**src/rtl/sram_like_arbiter.sv**
```systemverilog
// Two-master sram-like arbiter: IF (inst) and MEM (data) share one slave port; 0-cycle added latency.
// Backpressure: grant held (locked) until sram_addr_ok; no requests issued while OST_DEPTH are outstanding.
// Optional ARB_RR_EN: round-robin between masters instead of fixed data-over-inst priority.
module sram_like_arbiter #(
    parameter int OST_DEPTH = 4,
    parameter int OST_AW    = 2
) (
    input  logic        clk,
    input  logic        resetn,

    input  logic        inst_req,
    input  logic        inst_wr,
    input  logic [1:0]  inst_size,
    input  logic [3:0]  inst_wstrb,
    input  logic [31:0] inst_addr,
    input  logic [31:0] inst_wdata,
    output logic        inst_addr_ok,
    output logic        inst_data_ok,
    output logic [31:0] inst_rdata,

    input  logic        data_req,
    input  logic        data_wr,
    input  logic [1:0]  data_size,
    input  logic [3:0]  data_wstrb,
    input  logic [31:0] data_addr,
    input  logic [31:0] data_wdata,
    output logic        data_addr_ok,
    output logic        data_data_ok,
    output logic [31:0] data_rdata,

    output logic        sram_req,
    output logic        sram_wr,
    output logic [1:0]  sram_size,
    output logic [3:0]  sram_wstrb,
    output logic [31:0] sram_addr,
    output logic [31:0] sram_wdata,
    input  logic        sram_addr_ok,
    input  logic        sram_data_ok,
    input  logic [31:0] sram_rdata
);

    localparam logic [OST_AW:0] DEPTH_C = (OST_AW + 1)'(OST_DEPTH);

    logic [OST_DEPTH-1:0] id_q;
    logic [OST_AW-1:0]    wptr;
    logic [OST_AW-1:0]    rptr;
    logic [OST_AW:0]      count;
    logic                 lock;
    logic                 lock_id;
    logic                 sel;
    logic                 sel_req;
    logic                 full;
    logic                 empty;
    logic                 push;
    logic                 pop;
    logic                 head_id;

`ifdef ARB_RR_EN
    logic                 rr_last;
`endif

    assign full  = (count == DEPTH_C);
    assign empty = (count == '0);

    // 0 = inst, 1 = data; an unaccepted grant stays pinned to its owner
    always_comb begin
        sel = data_req;
`ifdef ARB_RR_EN
        if (inst_req && data_req) begin
            sel = ~rr_last;
        end
`endif
        if (lock) begin
            sel = lock_id;
        end
    end

    assign sel_req    = sel ? data_req : inst_req;
    // full depends only on registered count, so sram_data_ok never reaches sram_req
    assign sram_req   = sel_req & ~full;
    assign sram_wr    = sel ? data_wr    : inst_wr;
    assign sram_size  = sel ? data_size  : inst_size;
    assign sram_wstrb = sel ? data_wstrb : inst_wstrb;
    assign sram_addr  = sel ? data_addr  : inst_addr;
    assign sram_wdata = sel ? data_wdata : inst_wdata;

    assign push         = sram_req & sram_addr_ok;
    assign inst_addr_ok = push & ~sel;
    assign data_addr_ok = push &  sel;

    // A response with nothing outstanding is a slave protocol error and is dropped
    assign pop          = sram_data_ok & ~empty;
    assign head_id      = id_q[rptr];
    assign inst_data_ok = pop & ~head_id;
    assign data_data_ok = pop &  head_id;
    assign inst_rdata   = sram_rdata;
    assign data_rdata   = sram_rdata;

    always_ff @(posedge clk or negedge resetn) begin
        if (!resetn) begin
            id_q    <= '0;
            wptr    <= '0;
            rptr    <= '0;
            count   <= '0;
            lock    <= 1'b0;
            lock_id <= 1'b0;
        end else begin
            if (push) begin
                id_q[wptr] <= sel;
                wptr       <= wptr + 1'b1;
            end
            if (pop) begin
                rptr <= rptr + 1'b1;
            end
            if (push && !pop) begin
                count <= count + 1'b1;
            end else if (pop && !push) begin
                count <= count - 1'b1;
            end
            if (sram_req && !sram_addr_ok) begin
                lock    <= 1'b1;
                lock_id <= sel;
            end else if (push) begin
                lock    <= 1'b0;
            end
        end
    end

`ifdef ARB_RR_EN
    always_ff @(posedge clk or negedge resetn) begin
        if (!resetn) begin
            rr_last <= 1'b0;
        end else if (push) begin
            rr_last <= sel;
        end
    end
`endif

endmodule

```
**config.mk**
```make
export PLATFORM = sky130hd
export DESIGN_NAME = sram_like_arbiter
export DESIGN_NICKNAME = d
export VERILOG_FILES = /design/src/rtl/sram_like_arbiter.sv
export SDC_FILE = /design/constraint.sdc
export NUM_CORES = 1
export LEC_CHECK = 0
export BUFFER_PORTS_ARGS = -buffer_cell sky130_fd_sc_hd__buf_2
export CAP_MARGIN = 15
export CORE_AREA = 10 10 116 118
export DETAILED_ROUTE_END_ITERATION = 10
export DIE_AREA = 0 0 126 128
export PLACE_DENSITY_LB_ADDON = 0.05
export SLEW_MARGIN = 10
export SYNTH_ARGS = -nofsm -noshare
export SYNTH_HDL_FRONTEND = slang
export SYNTH_SLANG_ARGS = --single-unit
export TNS_END_PERCENT = 30
```
**constraint.sdc**
```tcl
create_clock -name clk -period 3 [get_ports clk]
set_input_delay 0.6 -clock clk [delete_from_list [all_inputs] [get_ports clk]]
set_output_delay 0.6 -clock clk [all_outputs]
set_load 0.01 [all_outputs]
```
==> metrics.md, run 1 <==
| Metric | Value |
|---|---|
| # Post-CTS Setup Buffers | 0 |
| RSZ-0062 raised after global routing | no |
| R2R Path End | count[1] |
| Area Growth Syn to Fin | 39.7% |
| Pre-antenna DRT Iters | 4 |
| Initial antenna violation count | 0 |
| Fin Clk Skew | around 0.0010 ns |
| Clk pwr share | 0.089 |
| Power Density | 938 nW/um^2 |
| Root buf cell | clkbuf_16 |
| R2R Setup Slk | slightly below 0.8 ns |
| Hold Fails Final Rpt | 0 |
| Sw Ratio | 0.529 |
| N_diodes | 0 |
| H-tree Lvls | 1 |
| Leakage | between 1.5 and 2 nW |
| Max Freq | just over 0.4 GHz |
| Global route overflow | 0 |
| Total core area | roughly 11000 um^2 |
| Final period util | 0.809 |
| Fillers | about 1300 |
| Die X | approximately 130 um |
| P_sw | between 0.001 and 0.0015 W |
| Largest net degree at the start of global routing | between 70 and 80 |
| Clk sinks | 13 |
| Highest-delay cell along the critical path | dfrtp_1 |
| Combinational Power Share | 0.777 |
| Placement row count | 39 |
| Worst r2r src | count[0] |
| Post-CTS resize count | 0 |
| Via-per-instance ratio | about 4 |
| Tot GR Track Use | 0.121 |
| Initial DRC Count | about 110 |
| Max_cap viols | 0 |
| Max Root-Sink Buffers | 2 |
| Hold_buf cts | 0 |
| Detailed Route WL | 11000 um |
| Die Y | ~130 um |
| Async SR Flop Fraction | 1.00 |
| Antenna-violating nets left | 0 |
| Crit end category | output pin |
| Via count | 2618 |
| Synthesized cell area | about 2200 um^2 |
| Synth Net Count | 550 |
| Rel. slew slack | 0.662 |
| Slew @ Worst Pin | around 0.50 ns |
| Post-synth EDFFs | 0 |
| CTS tree | done |
| CP Max Fanout | 44 |
| CP Data Required Time | between 2 and 2.5 ns |
| Nets | approximately 700 |
| Hold Path Class | primary input to asynchronous set/reset pin |
| Setup CP Type | flop to output pin |
| CTS Buf Count | 3 |
| Post-DP HPWL | between 9000 and 10000 um |
| Clock Latency Late Sink | roughly 0.24 ns |
| CP Launch Type | flop |
| Clock-pin slew on the worst setup and hold paths | 0.04 ns |
| Setup TNS | 0 ns |
| Initial Util | 0.192 |
| Post-synthesis cell type count | 28 |
| Cells after synthesis | ~360 |
| WL/cell | 16.8 um |
| Syn_area_per_cell | 5.93 um^2 |
| R2R cell count | 7 |
| Commonest non-fill, non-tap cell in the layout | buf_2 |
| Internal | around 0.0013 W |
| Most frequent cells in the layout | 223 x buf_2, 217 x nand2_1, 13 x dfrtp_1 |
| Cells along the critical path | mux2i_4 > buf_4 > nand2_1 > nand2_1 > buf_2 |
| Status | complete, no violations |
| Yosys warnings | 0 |
| Synth Register Bits | 13 |
| Final Slew Violations | 0 |
| Crit path largest cell delay | 0.47 ns |
| Fraction of layout cells with a size suffix above 1 | 0.463 |
| Max IR drop VDD | 683 uV |
| IO buf count | ~220 |
| Register area share after synthesis | 0.151 |
| Number of global-route vias before repair | 2633 |
| Register share of total power | 0.134 |
| Final core utilization | 0.269 |
| Crit path DAT | roughly 1.8 ns |
| Post-synth top flop | dfrtp_1 |
| Fin crit period | 2.43 ns |
| Setup violators final | 0 |
| CP most frequent cell | nand2_1 |
| First-pass GRT wire length | 15900 um |
| GPL Wtd Cong | around 0.76 |
| I/O pin count | 320 |
| DRC viols | 0 |
| Total die area | between 15000 and 20000 um^2 |
-- metrics by stage --
step	std cells	setup slack, ns	hold WS, ns	instance area, um^2	total power [W]
floorplan	364	0.774	0.304	2160	0.00182
global placement	653	0.566	0.476	2940	0.00266
detailed placement	653	0.565	0.475	2940	0.00265
CTS	657	0.532	0.265	3010	0.00292
global route	657	0.421	0.269	3010	0.00314
finish	657	0.573	0.254	3010	0.00283
-- worst max-delay path, delay by kind of cell, from the launching register on --
family                 cells  cell delay [ns]
buffers and inverters      2             0.56
DFF                        1             0.47
muxes                      1             0.27
and+or+nand+nor            2             0.26
-- kinds of logic after synthesis --
group | after synthesis | synth area share
simple gates | 232 | 0.419
flops | 13 | 0.151
buf+inv | 88 | 0.279
fa+ha+maj | 6 | 0.0383
compound gates | 14 | 0.0539
xor+xnor | 6 | 0.0244
mux | 5 | 0.0342
-- cells in the mapped netlist (all sizes together) (2+ instances only) --
master | n | share of area
buf | 80 | 0.27
o41ai | 2 | 0.0081
nor2 | 4 | 0.0070
inv | 6 | 0.010
xor2 | 3 | 0.012
ha | 5 | 0.029
nand2 | 217 | 0.38
dfrtp | 13 | 0.15
nand3 | 5 | 0.012
o21ai | 4 | 0.0093
mux2 | 3 | 0.019
o31ai | 5 | 0.017
xnor2 | 3 | 0.012
clkbuf | 2 | 0.0035
-- state kept, by name, summed over array words and instances, names as in the netlist --
| name | flops |
|---|---|
| count | 3 |
| id_q | 4 |
| lock | 1 |
| lock_id | 1 |
| rptr | 2 |
| wptr | 2 |
-- worst max path at each step --
stage                   from            end  slack (ns)
floorplan           data_req       count[1]        0.77
global placement    data_req       count[1]        0.57
detailed placement  data_req       count[1]        0.56
CTS                     lock  sram_wstrb[2]        0.53
global route            lock  sram_wstrb[2]        0.42
finish                  lock  sram_wstrb[2]        0.57
-- metal layers --
metal  part of all wire  GRT usage
met1               0.39      0.140
met2               0.51      0.210
met3              0.097     0.0488
met4             0.0081     0.0181
met5                  0    0.00310
-- power by group through the flow --
stage | registers (W) | clock network, W | logic, W
after detailed placement | 0.000386 | 0 | 0.00227
after CTS | 0.000382 | 0.000262 | 0.00228
after global placement | 0.000386 | 0 | 0.00227
after global routing | 0.000397 | 0.000273 | 0.00247
after floorplan | 0.000348 | 0 | 0.00147
final | 0.000379 | 0.000251 | 0.00220
-- area by class of cell --
class	instances	area [um^2]	share of cell area
Clock buffer	4	78.8	0.0262
Inverter	6	22.5	0.00747
Multi-Input combinational cell	263	1240	0.412
Sequential cell	13	325	0.108
Tap cell	143	179	0.0594
Timing Repair Buffer	228	1170	0.387
Power figures use the tool's default switching activity.
==> run 2, diff against run 1 <==
clock period = 2.3 ns   (was 3 ns; I/O delays follow)
==> metrics.md, run 2 (same netlist as run 1, synthesis figures left out) <==
| Metric | Value |
|---|---|
| Status | complete, no violations |
| Sequential Area | about 330 um^2 |
| Final cell count without fillers | 661 |
| Max_cap viols | 0 |
| First-pass GRT wire length | 15800 um |
| Number of global-route vias before repair | roughly 2700 |
| Max Freq | 0.468 GHz |
| Leakage | ~2 nW |
| Max IR drop VDD | between 1000 and 1500 uV |
| Max reg flops | 4 |
| Area Growth Syn to Fin | 42.2% |
| Hold Fails Final Rpt | 0 |
| CTS tree | done |
| RSZ-0062 raised after global routing | no |
| GPL Wtd Cong | 0.786 |
| Clock Latency Late Sink | between 0.2 and 0.25 ns |
| Final Slew Violations | 0 |
| R2R Setup Slk | 0.18 ns |
| H-tree Lvls | 1 |
| Hold_buf cts | 0 |
| Fin Clk Skew | 0.00227 ns |
| IO buf count | 223 |
| WL/cell | 16.4 um |
| Post-DP HPWL | 9340 um |
| Hold Path Class | primary input to asynchronous set/reset pin |
| Via-per-instance ratio | approximately 4.0 |
| Final period util | 0.929 |
| Total die area | 16100 um^2 |
| CP Data Required Time | 1.84 ns |
| Root buf cell | clkbuf_16 |
| Biggest regs | id_q: 4 flops, count: 3 flops |
| DRC viols | 0 |
| Crit path DAT | 1.68 ns |
| Largest Register | id_q |
| Most frequent cells in the layout | 223 x buf_2, 217 x nand2_1, 13 x dfrtp_1 |
| Detailed Route WL | around 11000 um |
| Die Y | between 100 and 150 um |
| CTS Buf Count | 3 |
| I/O pin count | 320 |
| Crit end category | output pin |
| Setup violators final | 0 |
| End of the critical path | sram_wdata[17] |
| Placement row count | 39 |
| Pre-antenna DRT Iters | 4 |
| Final core utilization | 0.273 |
| Fin crit period | about 2.1 ns |
| N_diodes | 0 |
| Multi-input gate area | approximately 1200 um^2 |
| Antenna-violating nets left | 0 |
| Largest net degree at the start of global routing | between 70 and 80 |
| Global route overflow | 0 |
| Worst r2r src | count[2] |
| Placed Cells | between 600 and 700 |
| Clk sinks | 13 |
| Total Power | between 0.003 and 0.004 W |
| Origin of the worst setup path | lock_id |
| R2R Path End | count[1] |
| CP Max Fanout | 76 |
| Via count | ~2600 |
| R2R cell count | 7 |
| Initial antenna violation count | 0 |
| Slew @ Worst Pin | 0.482 ns |
| Initial Util | 0.192 |
| Setup CP Type | flop to output pin |
| Setup TNS | 0 ns |
| Commonest non-fill, non-tap cell in the layout | buf_2 |
| Die X | approximately 130 um |
| # Post-CTS Setup Buffers | 0 |
| Clock-pin slew on the worst setup and hold paths | ~0.040 ns |
| Rel. slew slack | 0.678 |
| Power Density | roughly 1200 nW/um^2 |
| Tot GR Track Use | 0.120 |
| Fraction of layout cells with a size suffix above 1 | 0.469 |
| Fillers | about 1300 |
| Nets | around 710 |
| Max Root-Sink Buffers | 2 |
| Total core area | 11200 um^2 |
| Initial DRC Count | between 100 and 150 |
| CP Launch Type | flop |
run 2: changes by cell type in the layout (fill, tap and decap cells not counted), sizes merged:
cell  before  now
buf      228  232
run 2: cell type report:
type	instances	area share
multi-input combinational	263	0.406
timing repair buffer	232	0.396
tap	143	0.0583
sequential	13	0.106
clock buffer	4	0.0257
inverter	6	0.00734
run 2: routing by layer:
metal	wire length, um	global-route usage
met5	0	0.00310
met4	92	0.0127
met3	1120	0.0496
met2	5640	0.213
met1	4000	0.134
run 2: worst min-delay path by stage:
stage,startpoint,to,slack [ns],cells past startpoint
after floorplan,resetn,count[0],0.16,0
after detailed placement,resetn,lock,0.38,1
after global placement,resetn,lock,0.38,1
after global routing,resetn,count[1],0.13,1
after CTS,resetn,wptr[0],0.13,1
final,resetn,lock,0.11,1
run 2: repair_timing:
action                     4_1_cts  5_1_grt
resized for setup                1        3
pin swaps                        0        0
setup endpoints to repair       72       57
gates cloned                     0        0
run 2: metrics by stage:
step | hold slack (ns) | setup WS [ns] | instance area (um^2)
floorplan | 0.164 | 0.183 | 2160
global placement | 0.385 | 0.0541 | 2980
detailed placement | 0.379 | 0.0177 | 2980
CTS | 0.127 | 0.0695 | 3060
global route | 0.132 | 0.0186 | 3070
finish | 0.107 | 0.163 | 3070
run 2: critical path, cell delays in order (launching register included):
cell	delay [ns]
dfrtp_1	0.44
mux2_4	0.22
buf_8	0.35
nand2_1	0.11
nand2_1	0.09
buf_2	0.14
run 2: power breakdown:
group          leakage (nW)  total [W]  switching (W)  internal (W)
combinational          1.77    0.00300        0.00177       0.00123
sequential            0.151   0.000457       0.000103      0.000355
clock                0.0382   0.000324      0.0000909      0.000233
total                  1.96    0.00378        0.00196       0.00182
